## src/rtl/mem_access.sv

```systemverilog
// MEM stage: loads/stores over a req/ack bus with alignment checks and timeout.
// Write-back triple to WB is registered; stallreq holds all earlier stages.
module mem_access #(
   parameter int BUS_TIMEOUT = 255
) (
   input  logic        clk,
   input  logic        rst,
   input  logic [4:0]  ex_wd,
   input  logic        ex_wreg,
   input  logic [31:0] ex_wdata,
   input  logic [7:0]  ex_aluop,
   input  logic [31:0] ex_mem_addr,
   input  logic [31:0] ex_reg2,
   output logic        stallreq,
   output logic        bus_req,
   output logic        bus_we,
   output logic [31:0] bus_addr,
   output logic [3:0]  bus_sel,
   output logic [31:0] bus_wdata,
   input  logic [31:0] bus_rdata,
   input  logic        bus_ack,
   output logic [4:0]  wb_wd,
   output logic        wb_wreg,
   output logic [31:0] wb_wdata,
   output logic        bus_err
);

   localparam logic [7:0] OP_LB  = 8'hE0;
   localparam logic [7:0] OP_LH  = 8'hE1;
   localparam logic [7:0] OP_LW  = 8'hE3;
   localparam logic [7:0] OP_LBU = 8'hE4;
   localparam logic [7:0] OP_LHU = 8'hE5;
   localparam logic [7:0] OP_SB  = 8'hE8;
   localparam logic [7:0] OP_SH  = 8'hE9;
   localparam logic [7:0] OP_SW  = 8'hEB;
   localparam logic [7:0] CNT_LAST = 8'(BUS_TIMEOUT - 1);

   typedef enum logic {IDLE, ACCESS} state_t;

   state_t      state;
   logic [7:0]  cnt;
   logic [7:0]  op_q;
   logic [1:0]  off_q;
   logic        ld_q;

   logic        is_load;
   logic        is_store;
   logic        is_byte;
   logic        is_half;
   logic        is_word;
   logic        is_mem;
   logic        misal;
   logic        timeout;
   logic [3:0]  sel_c;
   logic [31:0] wdata_c;
   logic [7:0]  byte_v;
   logic [15:0] half_v;
   logic [31:0] rd_ext;

   always_comb begin
      is_load  = 1'b0;
      is_store = 1'b0;
      is_byte  = 1'b0;
      is_half  = 1'b0;
      is_word  = 1'b0;
      case (ex_aluop)
         OP_LB, OP_LBU: begin is_load  = 1'b1; is_byte = 1'b1; end
         OP_LH, OP_LHU: begin is_load  = 1'b1; is_half = 1'b1; end
         OP_LW:         begin is_load  = 1'b1; is_word = 1'b1; end
         OP_SB:         begin is_store = 1'b1; is_byte = 1'b1; end
         OP_SH:         begin is_store = 1'b1; is_half = 1'b1; end
         OP_SW:         begin is_store = 1'b1; is_word = 1'b1; end
         default: ;
      endcase
   end

   assign is_mem  = is_load | is_store;
   assign misal   = (is_half & ex_mem_addr[0])
                  | (is_word & (ex_mem_addr[1:0] != 2'b00));
   assign timeout = (cnt == CNT_LAST);

   always_comb begin
      stallreq = 1'b0;
      if (rst) begin
         if (state == IDLE)
            stallreq = is_mem & ~misal;
         else
            stallreq = ~bus_ack & ~timeout;
      end
   end

   // Big-endian lanes: offset 0 is bits [31:24]
   always_comb begin
      sel_c   = 4'b1111;
      wdata_c = 32'h0;
      if (is_byte)
         sel_c = 4'b1000 >> ex_mem_addr[1:0];
      else if (is_half)
         sel_c = ex_mem_addr[1] ? 4'b0011 : 4'b1100;
      if (is_store) begin
         if (is_byte)      wdata_c = {4{ex_reg2[7:0]}};
         else if (is_half) wdata_c = {2{ex_reg2[15:0]}};
         else              wdata_c = ex_reg2;
      end
   end

   always_comb begin
      case (off_q)
         2'd0:    byte_v = bus_rdata[31:24];
         2'd1:    byte_v = bus_rdata[23:16];
         2'd2:    byte_v = bus_rdata[15:8];
         default: byte_v = bus_rdata[7:0];
      endcase
      half_v = off_q[1] ? bus_rdata[15:0] : bus_rdata[31:16];
      case (op_q)
         OP_LB:   rd_ext = {{24{byte_v[7]}}, byte_v};
         OP_LBU:  rd_ext = {24'h0, byte_v};
         OP_LH:   rd_ext = {{16{half_v[15]}}, half_v};
         OP_LHU:  rd_ext = {16'h0, half_v};
         OP_LW:   rd_ext = bus_rdata;
         default: rd_ext = 32'h0;
      endcase
   end

   always_ff @(posedge clk or negedge rst) begin
      if (!rst) begin
         state     <= IDLE;
         cnt       <= 8'h0;
         op_q      <= 8'h0;
         off_q     <= 2'b00;
         ld_q      <= 1'b0;
         bus_req   <= 1'b0;
         bus_we    <= 1'b0;
         bus_addr  <= 32'h0;
         bus_sel   <= 4'h0;
         bus_wdata <= 32'h0;
         wb_wd     <= 5'h0;
         wb_wreg   <= 1'b0;
         wb_wdata  <= 32'h0;
         bus_err   <= 1'b0;
      end else begin
         bus_err <= 1'b0;
         case (state)
            IDLE: begin
               if (!is_mem) begin
                  wb_wd    <= ex_wd;
                  wb_wreg  <= ex_wreg;
                  wb_wdata <= ex_wdata;
               end else if (misal) begin
                  wb_wd    <= ex_wd;
                  wb_wreg  <= 1'b0;
                  wb_wdata <= 32'h0;
                  bus_err  <= 1'b1;
               end else begin
                  bus_req   <= 1'b1;
                  bus_we    <= is_store;
                  bus_addr  <= {ex_mem_addr[31:2], 2'b00};
                  bus_sel   <= sel_c;
                  bus_wdata <= wdata_c;
                  wb_wreg   <= 1'b0;
                  cnt       <= 8'h0;
                  op_q      <= ex_aluop;
                  off_q     <= ex_mem_addr[1:0];
                  ld_q      <= is_load;
                  state     <= ACCESS;
               end
            end
            ACCESS: begin
               if (bus_ack) begin
                  bus_req  <= 1'b0;
                  wb_wd    <= ex_wd;
                  wb_wreg  <= ld_q & ex_wreg;
                  wb_wdata <= rd_ext;
                  state    <= IDLE;
               end else if (timeout) begin
                  bus_req <= 1'b0;
                  wb_wreg <= 1'b0;
                  bus_err <= 1'b1;
                  state   <= IDLE;
               end else begin
                  cnt     <= cnt + 8'd1;
                  wb_wreg <= 1'b0;
               end
            end
            default: state <= IDLE;
         endcase
      end
   end

endmodule

```

## config.mk

```make
export PLATFORM = sky130hd
export DESIGN_NAME = mem_access
export DESIGN_NICKNAME = d
export VERILOG_FILES = /design/src/rtl/mem_access.sv
export SDC_FILE = /design/constraint.sdc
export NUM_CORES = 1
export LEC_CHECK = 0
export CORE_MARGIN = 5
export CORE_UTILIZATION = 32
export DETAILED_ROUTE_END_ITERATION = 8
export DONT_BUFFER_PORTS = 1
export HOLD_SLACK_MARGIN = 0.12
export PLACE_DENSITY = 0.53
export SETUP_SLACK_MARGIN = 0.1
export SLEW_MARGIN = 20
export SYNTH_ARGS = -nofsm -noshare
export SYNTH_HDL_FRONTEND = slang
export SYNTH_SLANG_ARGS = --single-unit
```

## constraint.sdc

```tcl
create_clock -name clk -period 2.25 [get_ports clk]
set_clock_uncertainty 0.15 [all_clocks]
set_input_delay 0.45 -clock clk [delete_from_list [all_inputs] [get_ports clk]]
set_output_delay 0.45 -clock clk [all_outputs]
set_load 0.01 [all_outputs]
```

* Word-level counts from Yosys, hierarchy flattened
Index checks and enable logic that the tools add are counted.
** Operators by class
- $add $sub $neg :: 1
- Eq/ne operators :: 23
- Shift-type cells :: 1
- Multiplexer cells :: 47
- Bitwise operators :: 11
- Reductions and logical operators :: 11
** Operator list (number)
- $mux 32 :: 6
- $pmux 32 s5 :: 1
- $eq 8x8->1 const B :: 14
- $pmux 32 s2 :: 1
- $mux 8 :: 4
- $pmux 8 s3 :: 1
- $mux 1 :: 21
- $mux 16 :: 1
- $pmux 8 s2 :: 1
- $mux 5 :: 3
- $mux 4 :: 3
- $ne 2x2->1 const B :: 5
- $pmux 5 s2 :: 1
- $reduce_or 3->1 :: 3
- $add 8x1->8 const B :: 1
- $pmux 1 s2 :: 4
- $reduce_and 3->1 :: 2
- $and 1x1->1 :: 5
- $reduce_or 5->1 :: 1
- $not 1->1 :: 4
- $reduce_and 4->1 :: 1
- $shr 4x2->4 const A :: 1
- $ne 3x2->1 const B :: 1
- $ne 3x3->1 const B :: 1
- 7 further kinds :: 8
** Storage, ports and cells
- Register bits :: 127
- Input bits :: 145
- Output and inout bits :: 110
- Logic and storage cells :: 108

* Depth between registers and ports, before layout
- Depth after elaboration :: 9
- Mapped depth :: 9
- Gate-level depth less buffers :: 7

* Worst setup path before layout
No wires, ideal clock.
- Path kind :: input -> output
- From :: in ex_aluop[4]
- To :: out stallreq
- Arrival time :: 1.586 ns
- Data required time :: 1.650 ns
- Slack :: 0.064 ns
- Cell stages on the path :: 6
- Path buffers :: 1
- Path through :: nand4b_1 a221oi_4 nand3_1 buf_2 o21ai_0 and2_1
** On the way
- Cells in the longest elaborated chain, start to end :: 9
- Elaborated cells on any way between the ends :: 24
- Those cells by class :: 8 x eq/ne; 6 x mux; 6 x bitwise; 4 x reduce/logical
** RTL lines
- from (decl) :: RTL line 11 : input logic [7:0] ex_aluop,
- $eq 8x8->1 :: RTL line 66 : case (ex_aluop)
- $reduce_or 3->1 (no source line) / $reduce_or 2->1 (equally long branches)
- $mux 1 :: RTL line 66
- $and 1x1->1, on equally long branches :: RTL line 78, 79
- $or 1x1->1 :: RTL line 79 : | (is_word & (ex_mem_addr[1:0] != 2'b00));
- $not 1->1 (no source line)
- $and 1x1->1 * :: RTL line 86 : stallreq = is_mem & ~misal;
- $mux 1 * :: RTL line 85 : if (state == IDLE)
- $mux 1 * :: RTL line 84 : if (rst) begin
- to (decl) :: RTL line 14 : output logic stallreq,
Mark *: on every way between the ends. The rest lies on a longest branch, timed or not.

* Worst setup path after layout
- From :: reg cnt[0]
- To :: out stallreq
** On the way
- Cells in the longest elaborated chain, start to end :: 5
** RTL lines
- from (decl) :: RTL line 41 : logic [7:0] cnt;
- from (signal assigned) :: RTL line 181 : cnt <= cnt + 8'd1;
- $eq 8x8->1 :: RTL line 80 : assign timeout = (cnt == CNT_LAST);
- $not 1->1 :: RTL line 88 : stallreq = ~bus_ack & ~timeout;
- $and 1x1->1 :: RTL line 88
- $mux 1 :: RTL line 85
- $mux 1 :: RTL line 84
No other way between the ends.

==> tab_implementation.tex <==
\begin{tabular}{lr}
\hline
Metric & Value \\
\hline
\multicolumn{2}{l}{\textbf{Run status}} \\
\quad Outcome & finished with violations \\
\quad Failing checks & hold timing \\
\multicolumn{2}{l}{\textbf{Floorplan}} \\
\quad Area enclosed by the die boundary & $\sim$24000 µm² \\
\quad Cell Rows & 52 \\
\quad Core region area & 20200 µm² \\
\quad Floorplan die height & 153 µm \\
\quad IO Count & around 260 \\
\quad Effective utilization at floorplan & 0.325 \\
\quad Horiz. Die Dim & 153 µm \\
\multicolumn{2}{l}{\textbf{Placement}} \\
\quad Final HPWL from detailed placement & around 15000 µm \\
\quad Number of buffer cells added on primary ports & 0 \\
\quad Weighted congestion at the end of routability-driven global placement & 0.807 \\
\quad Pre-CTS setup slack & $\sim$0.048 ns \\
\quad Placed cell area & 6970 µm² \\
\multicolumn{2}{l}{\textbf{Yosys}} \\
\quad Dominant combinational cell family by area after synthesis & simple AND/OR/NAND/NOR gates \\
\quad Post-synth top area cell & sky130\_fd\_sc\_hd\_\_dfrtp\_1 \\
\quad Area share of and/or/nand/nor cells after synthesis & 0.187 \\
\quad Number of warnings printed during yosys synthesis & 0 \\
\quad Share of flip-flops with an asynchronous set or reset & 1.00 \\
\quad Synth Flop Type & sky130\_fd\_sc\_hd\_\_dfrtp\_1 \\
\quad Share of the synthesized area in compound gates (AO/OA/AOI/OAI) & 0.179 \\
\quad Count leader, synth & sky130\_fd\_sc\_hd\_\_nand2\_1 \\
\quad FF+latch count, synth & 127 \\
\quad Post-Synth Adder-Cell Area & 0.00380 \\
\quad Count of flip-flops with a built-in enable after synthesis & 0 \\
\quad Top post-synthesis cells by area & sky130\_fd\_sc\_hd\_\_dfrtp\_1, sky130\_fd\_sc\_hd\_\_nand2\_1, sky130\_fd\_sc\_hd\_\_mux2i\_1 \\
\quad Synthesized instance count & 725 \\
\quad Post-synthesis share of cell area spent on xor and xnor gates & 0.00665 \\
\quad Syn Std Cell Area & 6590 µm² \\
\quad Number of different library cells in the post-synthesis netlist & 52 \\
\quad Mux share of post-synthesis cell area & 0.0958 \\
\quad Leading cell types by count after synthesis & sky130\_fd\_sc\_hd\_\_nand2\_1, sky130\_fd\_sc\_hd\_\_dfrtp\_1, sky130\_fd\_sc\_hd\_\_o21ai\_0 \\
\quad Fraction of the yosys area taken by sequential cells & 0.483 \\
\quad Portion of synthesized cell area occupied by the leading cell type & 0.483 \\
\quad Syn\_area\_per\_cell & just over 9 µm² \\
\multicolumn{2}{l}{\textbf{Clocking}} \\
\quad Clk slew on worst S/H paths & roughly 0.06 ns \\
\quad Quantity of hold-fixing buffers added after cts & 80 \\
\quad Deepest clock path buffer count & 2 \\
\quad CTS tree & built \\
\quad Number of levels in the clock H-tree & 4 \\
\quad Number of sinks driven by the clock tree & 127 \\
\quad Worst skew pair latency & $\sim$0.4 ns \\
\quad Num CTS Buffers & 17 \\
\quad Cell at the root of the clock tree & sky130\_fd\_sc\_hd\_\_clkbuf\_16 \\
\multicolumn{2}{l}{\textbf{Setup path}} \\
\quad Setup CP Type & reg2out \\
\quad Launch point of the critical path & cnt[0]\$\_DFFE\_PN0P\_ \\
\quad Number of cells traversed by the worst register-to-register path & 9 \\
\quad Data required time at the worst endpoint & 1.65 ns \\
\quad Critical R2R Capture & cnt[5]\$\_DFFE\_PN0P\_ \\
\quad Worst Setup End Kind & output port \\
\quad Arrival @ worst endpoint & 1.62 ns \\
\quad Critical R2R Launch & cnt[0]\$\_DFFE\_PN0P\_ \\
\quad Crit start category & flop \\
\quad Largest driver fanout on the critical path & 2 \\
\quad Setup slack of the worst register-to-register path & 0.22 ns \\
\multicolumn{2}{l}{\textbf{Timing}} \\
\quad RSZ-0062 raised after global routing & true \\
\quad Transition at the pin with the smallest max-transition slack & 1.06 ns \\
\quad Worst setup slack after layout & 0.0300 ns \\
\quad Tmin final & about 2.2 ns \\
\quad Final critical-path share of the clock period & 0.987 \\
\quad Maximum achievable frequency & 450 MHz \\
\quad Number of setup violations in the final report & 0 \\
\quad Max-slew violation total from the final report & 0 \\
\quad Final hold violation count & 127 \\
\quad WHS & -0.408 ns \\
\quad Headroom to the max-slew limit & 0.292 \\
\multicolumn{2}{l}{\textbf{Routing}} \\
\quad Antenna Nets Post-Route & 0 \\
\quad Per-cell routed wire length & roughly 20 µm \\
\quad Routed wire length on met3 & 2390 µm \\
\quad DRC violations left & 0 \\
\quad Total wire length & 21800 µm \\
\quad Via-to-Cell Ratio & a little over 5 \\
\quad Number of detailed-route iterations in the first pass & 4 \\
\quad Via count of the routed design & around 5600 \\
\quad Drt first-iter violations & 252 \\
\quad Wire length on met1 & 9110 µm \\
\quad Top layer in use & met5 \\
\quad DR WL met2 & 9990 µm \\
\multicolumn{2}{l}{\textbf{Min path}} \\
\quad Hold/Removal Path Class & in2async \\
\multicolumn{2}{l}{\textbf{Cells and area}} \\
\quad Post-route cell area & 8400 µm² \\
\quad Net count of the finished layout & 947 \\
\quad Core Util, Final & 0.415 \\
\quad Fraction of final layout cells sized beyond drive strength 1 & 0.106 \\
\quad Growth of design area from synthesis to finish & 27.6\% \\
\multicolumn{2}{l}{\textbf{Power and ir drop}} \\
\quad Switching pwr & around 2.2 mW \\
\quad Part of the power in registers & 0.445 \\
\quad Cell internal power dissipation & 4.83 mW \\
\quad Portion of total power attributed to the clock network & 0.375 \\
\quad Total power divided by cell area & about 840 nW/µm² \\
\quad Combinational Power Share & 0.180 \\
\quad Switch share & 0.315 \\
\quad Overall power consumption & roughly 7 mW \\
\quad Leakage & 3.60 nW \\
\quad Highest ir drop seen on vdd & 0.000475 V \\
\multicolumn{2}{l}{\textbf{GRT}} \\
\quad Maximum number of pins on one net before global-route repair & 129 \\
\quad Global routing usage summed across all routing layers & 0.185 \\
\quad First-pass GRT wire length & 34700 µm \\
\quad Total congestion overflow & 0 \\
\quad Vias in the first global route & 5899 \\
\quad Number of antenna violations at the first check in global routing & 2 \\
\multicolumn{2}{l}{\textbf{Flow run}} \\
\quad MaxCap Viol Count & 0 \\
\hline
\end{tabular}
## stage by stage
| stage | instances | setup TNS [ns] |
|---|---|---|
| final | 1083 | 0 |
| after global routing | 1083 | -0.0270 |
| after detailed placement | 965 | 0 |
| after global placement | 965 | 0 |
| after CTS | 1080 | -0.0109 |
| after floorplan | 726 | 0 |
## power by group through the flow
stage / Sequential, mW / Clock, mW / Combinational, mW
2_1_floorplan: 3.05 / 0 / 0.945
3_3_place_gp: 3.19 / 0 / 1.08
3_5_place_dp: 3.18 / 0 / 1.12
4_1_cts: 3.15 / 2.72 / 1.27
5_1_grt: 3.20 / 2.81 / 1.44
6_report: 3.14 / 2.64 / 1.27
## worst max-delay path by stage
stage                                           to  slack (ns)  depth (start not counted)
final                                     stallreq        0.03                          6
after floorplan                           stallreq        0.10                          6
after detailed placement   wb_wdata[0]$_DFFE_PN0P_        0.05                          8
after global routing                      stallreq       -0.03                          6
after CTS                                 stallreq       -0.01                          5
after global placement    wb_wdata[12]$_DFFE_PN0P_        0.10                          8
## kinds of logic after synthesis
logic type	after synthesis
mux	61
simple gates	282
other cells	1
buf+inv	63
fa+ha+maj	2
flops	127
compound gates	184
xor+xnor	5
## worst max-delay path, cell delays in order, from the launching register on
cell and delay (ns):
sky130_fd_sc_hd__dfrtp_1 0.36, sky130_fd_sc_hd__inv_1 0.05, sky130_fd_sc_hd__ha_2 0.17, sky130_fd_sc_hd__and2_4 0.13, sky130_fd_sc_hd__and3_4 0.18, sky130_fd_sc_hd__o21ai_4 0.13
sky130_fd_sc_hd__and2_4 0.18
## cells in the final DEF, fill, tap and decap left out, types with 18 or more instances in the layout
cell / n
sky130_fd_sc_hd__o21ai_0: 59
sky130_fd_sc_hd__a31oi_1: 21
sky130_fd_sc_hd__buf_4: 28
sky130_fd_sc_hd__nor2_1: 53
sky130_fd_sc_hd__dlygate4sd3_1: 80
sky130_fd_sc_hd__nand2_1: 177
sky130_fd_sc_hd__mux2i_1: 54
sky130_fd_sc_hd__dfrtp_1: 126
sky130_fd_sc_hd__nand3b_1: 18
sky130_fd_sc_hd__a21oi_1: 33
## repair_timing
| item | in CTS | in global routing |
|---|---|---|
| endpoints found under the hold margin | 221 | 127 |
| gates resized for setup | 6 | 2 |
| buffers inserted | 4 | 2 |
| setup endpoints to repair | 1 | 1 |
| pin swaps | 3 | 3 |
## state kept, by name, summed over array words and instances (netlist names)
name and flops:
bus_wdata 32, wb_wdata 32, bus_addr 30, cnt 8, op_q 8, wb_wd 5
bus_sel 4, off_q 2, bus_err 1, bus_req 1, bus_we 1, ld_q 1
state 1, wb_wreg 1
## cell type report
| class | count | area (µm²) |
|---|---|---|
| fillers | 1960 | 11800 |
| flip-flops and latches | 127 | 3180 |
| multi-input cells | 536 | 3180 |
| repair buffers | 114 | 1130 |
| clock buffers | 17 | 425 |
| well taps | 270 | 338 |
| clock inverters | 14 | 133 |
| inverters | 4 | 15.0 |
| diodes | 1 | 2.50 |
## metal layers
| metal | track usage | vias up |
|---|---|---|
| li1 | - | 2670 |
| met4 | 0.0463 | 2 |
| met3 | 0.0851 | 25 |
| met1 | 0.235 | 2645 |
| met5 | 0 | - |
| met2 | 0.286 | 241 |
(Power assumes the default switching activity.)
